[src/rtl/lvds_echo_pkg.sv]
// Shared types and constants for the LVDS echo link tester: FSM states,
// link widths and the 8-bit LFSR step used to generate the test pattern.
package lvds_echo_pkg;

    localparam int NIB_W  = 4;
    localparam int BYTE_W = 8;

    // Feedback taps at bits 7, 5, 4 and 3
    localparam logic [BYTE_W-1:0] LFSR_TAPS    = 8'hB8;
    localparam logic [BYTE_W-1:0] DEFAULT_SEED = 8'h01;

    typedef enum logic [2:0] {
        S_IDLE,
        S_TX_HI,
        S_TX_LO,
        S_RX_HI,
        S_RX_LO,
        S_NEXT,
        S_DONE
    } state_t;

    function automatic logic [BYTE_W-1:0] lfsr_next(input logic [BYTE_W-1:0] q);
        return {q[BYTE_W-2:0], ^(q & LFSR_TAPS)};
    endfunction

endpackage

[src/rtl/lvds_echo_lfsr8.sv]
// 8-bit Fibonacci LFSR pattern generator; load has priority over advance.
module lvds_echo_lfsr8
    import lvds_echo_pkg::*;
#(
    parameter logic [BYTE_W-1:0] RESET_SEED = DEFAULT_SEED
) (
    input  logic              clk,
    input  logic              reset,
    input  logic              load,
    input  logic [BYTE_W-1:0] seed,
    input  logic              adv,
    output logic [BYTE_W-1:0] q
);

    logic [BYTE_W-1:0] q_q;
    logic [BYTE_W-1:0] q_d;

    always_comb begin
        q_d = q_q;
        if (load) begin
            q_d = seed;
        end else if (adv) begin
            q_d = lfsr_next(q_q);
        end
    end

    always_ff @(posedge clk or posedge reset) begin
        if (reset) begin
            q_q <= RESET_SEED;
        end else begin
            q_q <= q_d;
        end
    end

    assign q = q_q;

endmodule

[src/rtl/lvds_echo_tester.sv]
// Traffic source and echo checker for the 4-bit LVDS echo link: sends LFSR
// bytes as two nibbles, reassembles the echo, and counts mismatches/timeouts.
module lvds_echo_tester
    import lvds_echo_pkg::*;
#(
    parameter int                TIMEOUT_CYC = 1024,
    parameter logic [BYTE_W-1:0] SEED        = DEFAULT_SEED
) (
    input  logic              clk,
    input  logic              reset,
    input  logic              start,
    input  logic [7:0]        run_len,
    output logic [NIB_W-1:0]  tx_nib,
    output logic              tx_valid,
    input  logic              rdy_from_recv,
    input  logic [NIB_W-1:0]  rx_nib,
    input  logic              rx_valid,
    output logic              busy,
    output logic              done,
    output logic              pass,
    output logic [7:0]        err_cnt,
    output logic [7:0]        led
);

    localparam int TOUT_W = (TIMEOUT_CYC > 2) ? $clog2(TIMEOUT_CYC) : 1;
    localparam logic [TOUT_W-1:0] TOUT_LAST = TOUT_W'(TIMEOUT_CYC - 1);

    function automatic logic [7:0] sat_inc(input logic [7:0] v);
        return (v == 8'hFF) ? v : v + 8'd1;
    endfunction

    state_t            state_q, state_d;
    logic              rdy_meta_q, rdy_s_q;
    logic [8:0]        remaining_q, remaining_d;
    logic [TOUT_W-1:0] tout_q, tout_d;
    logic [NIB_W-1:0]  hi_nib_q, hi_nib_d;
    logic [BYTE_W-1:0] echo_q, echo_d;
    logic [7:0]        err_cnt_q, err_cnt_d;
    logic              pass_q, pass_d;
    logic              busy_q, busy_d;
    logic              done_q, done_d;
    logic [NIB_W-1:0]  tx_nib_q, tx_nib_d;
    logic              tx_valid_q, tx_valid_d;
    logic [7:0]        led_q, led_d;

    logic              lfsr_load;
    logic              lfsr_adv;
    logic [BYTE_W-1:0] lfsr_q;
    logic              xfer;
    logic [BYTE_W-1:0] rx_byte;

    lvds_echo_lfsr8 #(
        .RESET_SEED(SEED)
    ) u_lfsr (
        .clk  (clk),
        .reset(reset),
        .load (lfsr_load),
        .seed (SEED),
        .adv  (lfsr_adv),
        .q    (lfsr_q)
    );

    assign xfer    = tx_valid_q && rdy_s_q;
    assign rx_byte = {hi_nib_q, rx_nib};

    always_comb begin
        state_d     = state_q;
        remaining_d = remaining_q;
        tout_d      = tout_q;
        hi_nib_d    = hi_nib_q;
        echo_d      = echo_q;
        err_cnt_d   = err_cnt_q;
        pass_d      = pass_q;
        busy_d      = busy_q;
        tx_nib_d    = tx_nib_q;
        tx_valid_d  = 1'b0;
        lfsr_load   = 1'b0;
        lfsr_adv    = 1'b0;

        case (state_q)
            S_IDLE: begin
                if (start) begin
                    lfsr_load   = 1'b1;
                    remaining_d = (run_len == 8'd0) ? 9'd256 : {1'b0, run_len};
                    err_cnt_d   = 8'd0;
                    pass_d      = 1'b0;
                    busy_d      = 1'b1;
                    tx_nib_d    = SEED[BYTE_W-1:NIB_W];
                    tx_valid_d  = 1'b1;
                    state_d     = S_TX_HI;
                end
            end
            S_TX_HI: begin
                tx_valid_d = 1'b1;
                if (xfer) begin
                    tx_nib_d = lfsr_q[NIB_W-1:0];
                    state_d  = S_TX_LO;
                end
            end
            S_TX_LO: begin
                if (xfer) begin
                    tout_d  = '0;
                    state_d = S_RX_HI;
                end else begin
                    tx_valid_d = 1'b1;
                end
            end
            S_RX_HI: begin
                if (rx_valid) begin
                    hi_nib_d = rx_nib;
                    tout_d   = '0;
                    state_d  = S_RX_LO;
                end else if (tout_q == TOUT_LAST) begin
                    err_cnt_d = sat_inc(err_cnt_q);
                    state_d   = S_NEXT;
                end else begin
                    tout_d = tout_q + 1'b1;
                end
            end
            S_RX_LO: begin
                if (rx_valid) begin
                    echo_d = rx_byte;
                    if (rx_byte != lfsr_q) begin
                        err_cnt_d = sat_inc(err_cnt_q);
                    end
                    state_d = S_NEXT;
                end else if (tout_q == TOUT_LAST) begin
                    err_cnt_d = sat_inc(err_cnt_q);
                    state_d   = S_NEXT;
                end else begin
                    tout_d = tout_q + 1'b1;
                end
            end
            S_NEXT: begin
                lfsr_adv    = 1'b1;
                remaining_d = remaining_q - 9'd1;
                if (remaining_q == 9'd1) begin
                    busy_d  = 1'b0;
                    pass_d  = (err_cnt_q == 8'd0);
                    state_d = S_DONE;
                end else begin
                    // High nibble of the advanced LFSR value is q[6:3] of the current one
                    tx_nib_d   = lfsr_q[BYTE_W-2:NIB_W-1];
                    tx_valid_d = 1'b1;
                    state_d    = S_TX_HI;
                end
            end
            S_DONE: begin
                state_d = S_IDLE;
            end
            default: begin
                state_d = S_IDLE;
            end
        endcase

        done_d = (state_d == S_DONE);
        led_d  = busy_d ? echo_d : err_cnt_d;
    end

    always_ff @(posedge clk or posedge reset) begin
        if (reset) begin
            state_q     <= S_IDLE;
            rdy_meta_q  <= 1'b0;
            rdy_s_q     <= 1'b0;
            remaining_q <= '0;
            tout_q      <= '0;
            hi_nib_q    <= '0;
            echo_q      <= '0;
            err_cnt_q   <= '0;
            pass_q      <= 1'b0;
            busy_q      <= 1'b0;
            done_q      <= 1'b0;
            tx_nib_q    <= '0;
            tx_valid_q  <= 1'b0;
            led_q       <= '0;
        end else begin
            state_q     <= state_d;
            rdy_meta_q  <= rdy_from_recv;
            rdy_s_q     <= rdy_meta_q;
            remaining_q <= remaining_d;
            tout_q      <= tout_d;
            hi_nib_q    <= hi_nib_d;
            echo_q      <= echo_d;
            err_cnt_q   <= err_cnt_d;
            pass_q      <= pass_d;
            busy_q      <= busy_d;
            done_q      <= done_d;
            tx_nib_q    <= tx_nib_d;
            tx_valid_q  <= tx_valid_d;
            led_q       <= led_d;
        end
    end

    assign tx_nib   = tx_nib_q;
    assign tx_valid = tx_valid_q;
    assign busy     = busy_q;
    assign done     = done_q;
    assign pass     = pass_q;
    assign err_cnt  = err_cnt_q;
    assign led      = led_q;

endmodule

[config.mk]
export PLATFORM = sky130hd
export DESIGN_NAME = lvds_echo_tester
export DESIGN_NICKNAME = d
export VERILOG_FILES = /design/src/rtl/lvds_echo_pkg.sv /design/src/rtl/lvds_echo_lfsr8.sv /design/src/rtl/lvds_echo_tester.sv
export SDC_FILE = /design/constraint.sdc
export NUM_CORES = 1
export LEC_CHECK = 0
export BUFFER_PORTS_ARGS = -buffer_cell sky130_fd_sc_hd__buf_2
export CAP_MARGIN = 5
export CORE_MARGIN = 2
export CORE_UTILIZATION = 45
export DETAILED_ROUTE_END_ITERATION = 6
export GPL_TIMING_DRIVEN = 1
export PLACE_DENSITY = 0.62
export SYNTH_ARGS = -nofsm -noshare
export SYNTH_HDL_FRONTEND = slang
export SYNTH_SLANG_ARGS = --single-unit
[constraint.sdc]
create_clock -name clk -period 2.85 [get_ports clk]
set_input_delay 0.285 -clock clk [delete_from_list [all_inputs] [get_ports clk]]
set_output_delay 0.285 -clock clk [all_outputs]
set_load 0.01 [all_outputs]
Word-level counts from Yosys, hierarchy flattened
Index checks and enable logic that the tools add are counted.
{ "word_totals": {"regBits": 68, "in_bits": 17, "out_inout_bits": 24, "elab_cells": 92} }
{ "op_classes": {"n_addsub": 3, "eq_ne": 16, "muxes": 44, "reduce_logical": 14} }
{ "op_table": {"columns": ["op", "n"], "rows": [
  ["8-bit 2-to-1 mux", 11],
  ["10-bit 2-to-1 mux", 4],
  ["10-bit one-hot mux with 3 select lines", 1],
  ["8-bit one-hot mux with 3 select lines", 1],
  ["3-bit 2-to-1 mux", 7],
  ["9-bit 2-to-1 mux", 2],
  ["3-bit one-hot mux with 6 select lines", 1],
  ["9-bit one-hot mux with 2 select lines", 1],
  ["8-bit zero test", 2],
  ["4-bit 2-to-1 mux", 3],
  ["2-bit != test, second input constant", 6],
  ["4-bit one-hot mux with 3 select lines", 1],
  ["10-bit by 1-bit adder with 10-bit output, second input constant", 1],
  ["10-bit == test, second input constant", 1],
  ["3-bit == test, second input constant", 3],
  ["9-bit by 1-bit == test with 1-bit output, second input constant", 1],
  ["1-bit 2-to-1 mux", 9],
  ["9-bit by 1-bit subtractor with 9-bit output, second input constant", 1],
  ["8-bit by 1-bit adder with 8-bit output, second input constant", 1],
  ["8-bit == test, second input constant", 1],
  ["8-bit != test", 1],
  ["8-bit parity", 1],
  ["3-bit by 2-bit == test with 1-bit output, second input constant", 2],
  ["3-bit AND reduction", 2],
  ["other kinds (9)", 13]
]} }

Logic depth before layout (Yosys ltp)
Gate-level depths: netlist of run 1.
{ "logic_depth": {"word_depth": 6, "ltp_mapped": 9} }

Hierarchy
A second synthesis of run 1 with hierarchy kept.
{ "unflattened": {"hier_cells": 402, "area_unflattened_um2": 3733.6} }
{ "modules_own_cells": {"columns": ["module", "instances", "cells_each", "area_each_um2"], "rows": [
  ["lvds_echo_tester", 1, 363, 3334.4],
  ["lvds_echo_lfsr8", 1, 39, 399.1]
]} }

Least setup slack after synthesis of run 1
OpenSTA, ideal clock, no wires.
{ "synth_timing": {"path_type": "register to register", "from": "register tout_q[0]", "to": "register led_q[5], in the netlist led[5]", "t_arrival_ps": 1913, "required_ps": 2725, "path_slack_ps": 812, "path_stages_with_launch": 10, "path_buffers": 2, "cell_sequence": "dfrtp_1 ha_1 and4_1 buf_6 and3_1 buf_6 o31ai_1 a21oi_1 o22a_2 mux2_2"} }
{ "synth_between": {"elab_chain_cells": 5} }
{ "synth_lines": {"columns": ["element", "line_no", "source"], "rows": [
  ["start, declared", "lvds_echo_tester.sv:35", "logic [TOUT_W-1:0] tout_q, tout_d;"],
  ["start signal, assigned", "lvds_echo_tester.sv:181", "tout_q <= tout_d;"],
  ["10-bit == test *", "lvds_echo_tester.sv:113, lvds_echo_tester.sv:127", null],
  ["8-bit 2-to-1 mux *", "lvds_echo_tester.sv:113, lvds_echo_tester.sv:127", null],
  ["8-bit 2-to-1 mux (on tied branches)", "lvds_echo_tester.sv:121, lvds_echo_tester.sv:109", null],
  ["8-bit one-hot mux with 3 select lines *", "lvds_echo_tester.sv:80", "case (state_q)"],
  ["via err_cnt_d[5]", "lvds_echo_tester.sv:38", "logic [7:0] err_cnt_q, err_cnt_d;"],
  ["8-bit 2-to-1 mux *", "lvds_echo_tester.sv:157", "led_d = busy_d ? echo_d : err_cnt_d;"],
  ["via led_d[5]", "lvds_echo_tester.sv:44", "logic [7:0] led_q, led_d;"],
  ["end signal, assigned", "lvds_echo_tester.sv:190", "led_q <= led_d;"],
  ["end, declared", "lvds_echo_tester.sv:44", null]
]} }
The timed path passes the listed nets; every way through them passes the cells marked *.
A chain may end at the register's enable or synchronous reset.

Worst setup path in the final report of run 1
{ "layout_timing": {"from": "register state_q[0]", "to": "register tout_q[5]"} }
{ "layout_between": {"elab_chain_cells": 3} }
{ "layout_lines": {"columns": ["element", "line_no", "source"], "rows": [
  ["start, declared", "lvds_echo_tester.sv:32", "state_t state_q, state_d;"],
  ["start signal, assigned", "lvds_echo_tester.sv:177", "state_q <= state_d;"],
  ["3-bit by 2-bit == test with 1-bit output or 3-bit == test (tied branches)", "lvds_echo_tester.sv:80", null],
  ["2-bit != test (no source line) or 3-bit nonzero test (tied branches)", null, null],
  ["3-bit AND reduction (no source line)", null, null]
]} }
Several ways; a longest one is shown, not always the timed one.

==> results of run 1 <==
## worst min-delay path by stage
stage                          from                      end  slack [ns]  depth (start not counted)
2_1_floorplan         rdy_from_recv     rdy_meta_q$_DFF_PP0_        0.32                          0
5_1_grt               rdy_from_recv     rdy_meta_q$_DFF_PP0_        0.03                          1
4_1_cts               rdy_from_recv     rdy_meta_q$_DFF_PP0_        0.02                          1
3_5_place_dp   rdy_meta_q$_DFF_PP0_        rdy_s_q$_DFF_PP0_        0.33                          0
6_report                      reset  u_lfsr.q[5]$_DFFE_PP0P_        0.01                          2
3_3_place_gp   rdy_meta_q$_DFF_PP0_        rdy_s_q$_DFF_PP0_        0.33                          0
## critical path: stages, from the launching register on
cell and delay, ns:
dfrtp_1 0.50, or3b_1 0.67, o22ai_4 0.40, nand2_2 0.13
or3_1 0.31, a21oi_1 0.14
## layer usage
layer  share of wire, %  wire (µm)  up-vias  global-route usage (%)
met5                  0          0        -                       0
met3                5.4        513       14                   3.669
met1                 49       4654     1607                   29.89
li1                   -          -     1600                       -
met2                 44       4236      113                   31.73
met4                1.9        184        0                   8.559
## layout make-up
class | count | area, µm² | area share (%)
clock buffers | 11 | 141.4 | 3.256
multi-input cells | 311 | 2011 | 46.31
inverters | 14 | 52.55 | 1.210
well taps | 105 | 131.4 | 3.026
repair buffers | 47 | 265.3 | 6.110
flip-flops and latches | 68 | 1703 | 39.22
clock inverters | 5 | 37.54 | 0.8646
## cells by family after synthesis
kind of cell | synth area share (%)
AOI/OAI and AO/OA | 20.18
adders and majority gates | 1.602
buffers and inverters | 4.933
DFF | 43.59
and+or+nand+nor | 20.69
xor gates and xnor gates | 3.587
muxes | 5.413
## power breakdown
part	internal (µW)	leakage (µW)	switching, µW
Sequential	1270	0.000880	278
Combinational	625	0.000941	861
Clock	341	0.0000855	388
## flip-flops by register name, indices dropped and copies added, names as in the netlist, 3 cells and up
| signal | cells |
|---|---|
| led | 8 |
| tx_nib | 4 |
| u_lfsr.q | 8 |
| err_cnt | 8 |
| tout_q | 10 |
| echo_q | 8 |
| remaining_q | 9 |
| hi_nib_q | 4 |
| state_q | 3 |
## per-stage QoR
stage / hold slack [ns] / cells / util (%) / setup WS [ns]
6_report: 0.01247 / 561 / 52.31 / 0.6125
3_5_place_dp: 0.3347 / 545 / 50.16 / 0.6546
5_1_grt: 0.02945 / 561 / 52.31 / 0.4956
3_3_place_gp: 0.3331 / 545 / 50.16 / 0.6699
2_1_floorplan: 0.3164 / 416 / - / 0.8125
4_1_cts: 0.02424 / 561 / 52.31 / 0.6352
## cells in the final DEF, fill, tap and decap left out, types with 6 or more instances in the layout
master / n
nand4_1: 10
dfrtp_1: 67
buf_2: 40
buf_4: 6
nand3_1: 15
inv_1: 11
clkbuf_8: 10
xnor2_1: 11
a21oi_1: 32
a211oi_1: 6
nand2_1: 53
mux2_2: 11
o211ai_1: 8
o31ai_1: 7
o21ai_0: 12
nor2_1: 35
==> results.yml, run 1 <==
layout:
  antennaDiodeCount: 0
  drive_gt1_share_pct: 21.05
  area_growth_pct: 11.15
  nNetsFinal: 473
  final_cell_area_um2: 4342
  nFillCells: 767
cts:
  ctsHoldBuffers: 0
  cts_buffers: 9
  clk_path_buf_depth: 2
  post_cts.repair.setup_buffers: 0
  cts_max_level: 3
  cts_resized: 0
  clkLatencyLatePin_ns: 0.36
  clock-sinks: 68
  root_buffer: "clkbuf_8"
  cts_tree: "built"
  clk_pin_slew_worst_paths_ns: 0.08
setup_path:
  rr_endpoint: "tout_q[5]$_DFFE_PP0P_"
  crit_path_start_kind: "flop"
  r2r_cells: 5
  cp-end-kind: "flop"
  cp-endpoint: "tout_q[5]$_DFFE_PP0P_"
  cp_max_fo: 12
  worstSetupPathType: "reg -> reg"
  r2r-start: "state_q[0]$_DFF_PP0_"
  required_ns: 3.13
  r2r_slack_ns: 0.61
  crit_arrival_ns: 2.52
  startpoint: "state_q[0]$_DFF_PP0_"
floorplanning:
  die_h_um: 97.17
  core_area_um2: 8299
  rows: 33
  fp.dieW_um: 97.17
  initial_core_util_pct: 47.07
  die_area_um2: 9442
  io_pins: 41
yosys:
  syn_inst: 416
  synth_edf_count: 0
  ys_seq_area_share_pct: 43.59
  synth_top_area_share_pct: 42.92
  synth.distinct_cells: 74
  synth.most_common_cell: "dfrtp_1"
  synthTopCellsByCount: "67 x dfrtp_1, 53 x nand2_1, 35 x nor2_1"
  synth-seq-cells: 68
  synthArstFlopShare_pct: 100.0
  avgSynthCellArea_um2: 9.390
  synthFlopType: "dfrtp_1"
  ys_warn_count: 0
  ys_top_cells_by_area: "dfrtp_1 43%, nand2_1 5.1%, a21oi_1 4.1%"
  yosysTopAreaCell: "dfrtp_1"
  syn_nets: 438
  synth_area_um2: 3906
sta:
  rsz0062_at_grt: "no"
  report.final.slew_viol_count: 0
  worst_pin_slew_ns: 0.6632
  period_needed_ns: 2.237
  period_share_pct: 78.51
  fmax_mhz: 446.9
  hold_viol: 0
  setup_viol: 0
  relSlewSlack_pct: 55.72
  fin_skew_ns: 0.009924
  setup_tns_ns: 0
drt:
  drtIter0Drc: 217
  drcViolationCount: 0
  drt-vias-per-instance: 5.943
  wl_per_cell_um: 17.09
  drtAntennaViolNets: 0
  routed_wl_um: 9588
  vias: 3334
  first_pass_iters: 6
grt:
  grt_max_degree: 40
  grt_overflow_total: 0
  grt_pass1_wl_um: 16100
  grt_pass1_vias: 3122
  grt.total_usage_pct: 21.01
  antenna_found_initial: 0
pwr:
  total_power_uw: 3763
  irDropWorstVdd_uv: 397.4
  powerDensity_nw_per_um2: 866.6
  leakage_uw: 0.001907
placement:
  dp.final_hpwl_um: 6872
  portBuffers: 40
  gp_congestion: 0.9182
  placed_cell_area_um2: 4163
job:
  maxCapViolCount: 0
min_path:
  hp-class: "in -> async"
run_status:
  status: "finished clean"
Note: power is estimated with default switching activity, not from simulation.
==> run 2, diff against run 1 <==
--- a/config.mk
+++ b/config.mk
@@ -11,7 +11,7 @@
 export CORE_UTILIZATION = 45
 export DETAILED_ROUTE_END_ITERATION = 6
 export GPL_TIMING_DRIVEN = 1
-export PLACE_DENSITY = 0.62
+export PLACE_DENSITY = 0.64
 export SYNTH_ARGS = -nofsm -noshare
 export SYNTH_HDL_FRONTEND = slang
 export SYNTH_SLANG_ARGS = --single-unit
==> constraint.sdc (replaced) <==
create_clock -name clk -period 1.9 [get_ports clk]
set_input_delay 0.19 -clock clk [delete_from_list [all_inputs] [get_ports clk]]
set_output_delay 0.19 -clock clk [all_outputs]
set_load 0.01 [all_outputs]
==> run 2 against run 1 <==
Compared with the run above:
- the run now ends with setup timing left
- sequential cell count is the same
- combinational power is 100% higher
- final cell count is 11% higher
- hold slack improved by 0.076 ns
- sequential share of layout area shrank 5.4 points
- fmax rose by 14%
- routed wire length rose by 13%
- register-to-register slack worse by 0.68 ns
- core utilization increased by 8.3 points
- critical path type unchanged
- critical endpoint is now led[5]$_DFF_PP0_
- largest cell class unchanged
==> results.yml, run 2 (synthesized netlist as in run 1, its figures left out) <==
drt:
  vias: 3576
  first_pass_iters: 4
  wl_met2_um: 5021
  drtAntennaViolNets: 0
  wl_per_cell_um: 17.42
  routed_wl_um: 10870
  drcViolationCount: 0
  routedLengthMet1_um: 5225
  drtIter0Drc: 183
  drt-vias-per-instance: 5.731
  wl_met3_um: 395
  routed.top_layer: "met4"
cts:
  clkLatencyLatePin_ns: 0.35
  cts_buffers: 9
  root_buffer: "clkbuf_8"
  clk_path_buf_depth: 2
  clock-sinks: 68
  cts_max_level: 3
  clk_pin_slew_worst_paths_ns: 0.10
  cts_tree: "built"
layout:
  nFillCells: 716
  reg_top3: "tout_q: 10 flops, remaining_q: 9 flops"
  final_util_pct: 60.59
  top_register: "tout_q"
  drive_gt1_share_pct: 35.65
  largest_register_ffs: 10
  mostFrequentLayoutCell: "dfrtp_1"
  nNetsFinal: 536
  mostFrequentLayoutCells: "67 x dfrtp_1, 60 x buf_4, 52 x nand2_1"
  antennaDiodeCount: 0
  area_growth_pct: 28.73
setup_path:
  cp_max_fo: 4
  crit_path_start_kind: "flop"
  required_ns: 2.14
  crit_arrival_ns: 2.20
  cp-end-kind: "flop"
  startpoint: "u_lfsr.q[4]$_DFFE_PP0P_"
  r2r-start: "u_lfsr.q[4]$_DFFE_PP0P_"
  worstSetupPathType: "reg -> reg"
  r2r_slack_ns: -0.07
run_status:
  violations: "setup timing"
  status: "finished, violations left"
sta:
  relSlewSlack_pct: 69.81
  layout_setup_ws_ns: -0.06641
  fin_skew_ns: 0.01865
  report.final.slew_viol_count: 0
  rsz0062_at_grt: "yes"
  period_share_pct: 103.5
  setup_viol: 7
  fmax_mhz: 508.5
  worst_pin_slew_ns: 0.4528
  hold_viol: 0
  period_needed_ns: 1.966
placement:
  portBuffers: 40
  dp.final_hpwl_um: 7688
  gp_congestion: 0.8733
pwr:
  combPwrFrac_pct: 45.7
  swShare_pct: 38.85
  internal_power_uw: 4009
  clockPowerShare_pct: 21.0
  leakage_uw: 0.002275
  p_sw_uw: 2547
  irDropWorstVdd_uv: 684.3
  seq_power_share_pct: 33.3
  powerDensity_nw_per_um2: 1304
  total_power_uw: 6556
job:
  maxCapViolCount: 0
min_path:
  hp-class: "in -> reg"
  hold_start: "run_len[2]"
floorplanning:
  initial_core_util_pct: 47.07
  core_area_um2: 8299
  rows: 33
  die_area_um2: 9442
  fp.dieW_um: 97.17
  die_h_um: 97.17
  io_pins: 41
grt:
  grt_pass1_vias: 3484
  grt.total_usage_pct: 22.68
  grt_max_degree: 69
  grt_pass1_wl_um: 17550
  antenna_found_initial: 0
  grt_overflow_total: 0
[run 2: final cells by class]
type | count | area, µm² | share of cell area, %
Clock buffer | 9 | 123.9 | 2.463
Clock inverter | 7 | 98.84 | 1.966
Inverter | 14 | 52.55 | 1.045
Multi-Input combinational cell | 312 | 2152 | 42.80
Sequential cell | 68 | 1703 | 33.86
Tap cell | 105 | 131.4 | 2.613
Timing Repair Buffer | 109 | 767.0 | 15.25
[run 2: worst max-delay path: stages, from the launching register on]
cell	delay (ns)
dfrtp_1	0.41
xnor2_1	0.17
nand4_1	0.25
o21ai_1	0.36
o22ai_1	0.12
o22a_2	0.26
mux2_4	0.27
[run 2: power groups by stage]
| stage | sequential [µW] | clock [µW] | combinational (µW) |
|---|---|---|---|
| after floorplan | 2260 | 0 | 1670 |
| after global placement | 2180 | 0 | 2740 |
| after detailed placement | 2200 | 0 | 2780 |
| after CTS | 2170 | 1390 | 2870 |
| after global routing | 2240 | 1470 | 3270 |
| final | 2180 | 1380 | 3000 |
[run 2: path summary, 6_finish.rpt]
kind | end | cells after the start
hold / removal | remaining_q[2]$_DFFE_PP0P_ | 3
hold reg to reg | rdy_s_q$_DFF_PP0_ | 0
max in group asynchronous | u_lfsr.q[0]$_DFFE_PP1P_ | 4
min in group asynchronous | hi_nib_q[1]$_DFFE_PP0P_ | 4
setup reg to reg | led[5]$_DFF_PP0_ | 6
setup / recovery | led[5]$_DFF_PP0_ | 6
[run 2: what timing repair did]
item                                   CTS  global route
endpoints found under the hold margin   68             0
setup buffers                            2             1
setup endpoints to repair                5            19
hold buffers                             2             0
pin swaps                                3            10
gates cloned                             0             1
gates resized for setup                 12            23
[run 2: per-layer routing]
| layer | up-vias | GRT usage, % |
|---|---|---|
| met4 | 0 | 7.476 |
| li1 | 1720 | - |
| met1 | 1751 | 32.35 |
| met2 | 89 | 35.52 |
| met5 | - | 0 |
| met3 | 16 | 3.309 |
[run 2: stage by stage]
stage                     hold WS, ns  instance area, µm²  setup slack, ns  instances  setup TNS [ns]
final                         0.08828                5029         -0.06641        624         -0.1905
after CTS                     0.07811                4920         -0.03189        622        -0.07947
after global routing          0.07763                5029          -0.1256        624         -0.8225
after floorplan                0.2214                3916         -0.07075        416         -0.1066
after global placement         0.2957                4613         -0.01955        602        -0.03647
after detailed placement       0.2994                4613         -0.03574        602        -0.04951
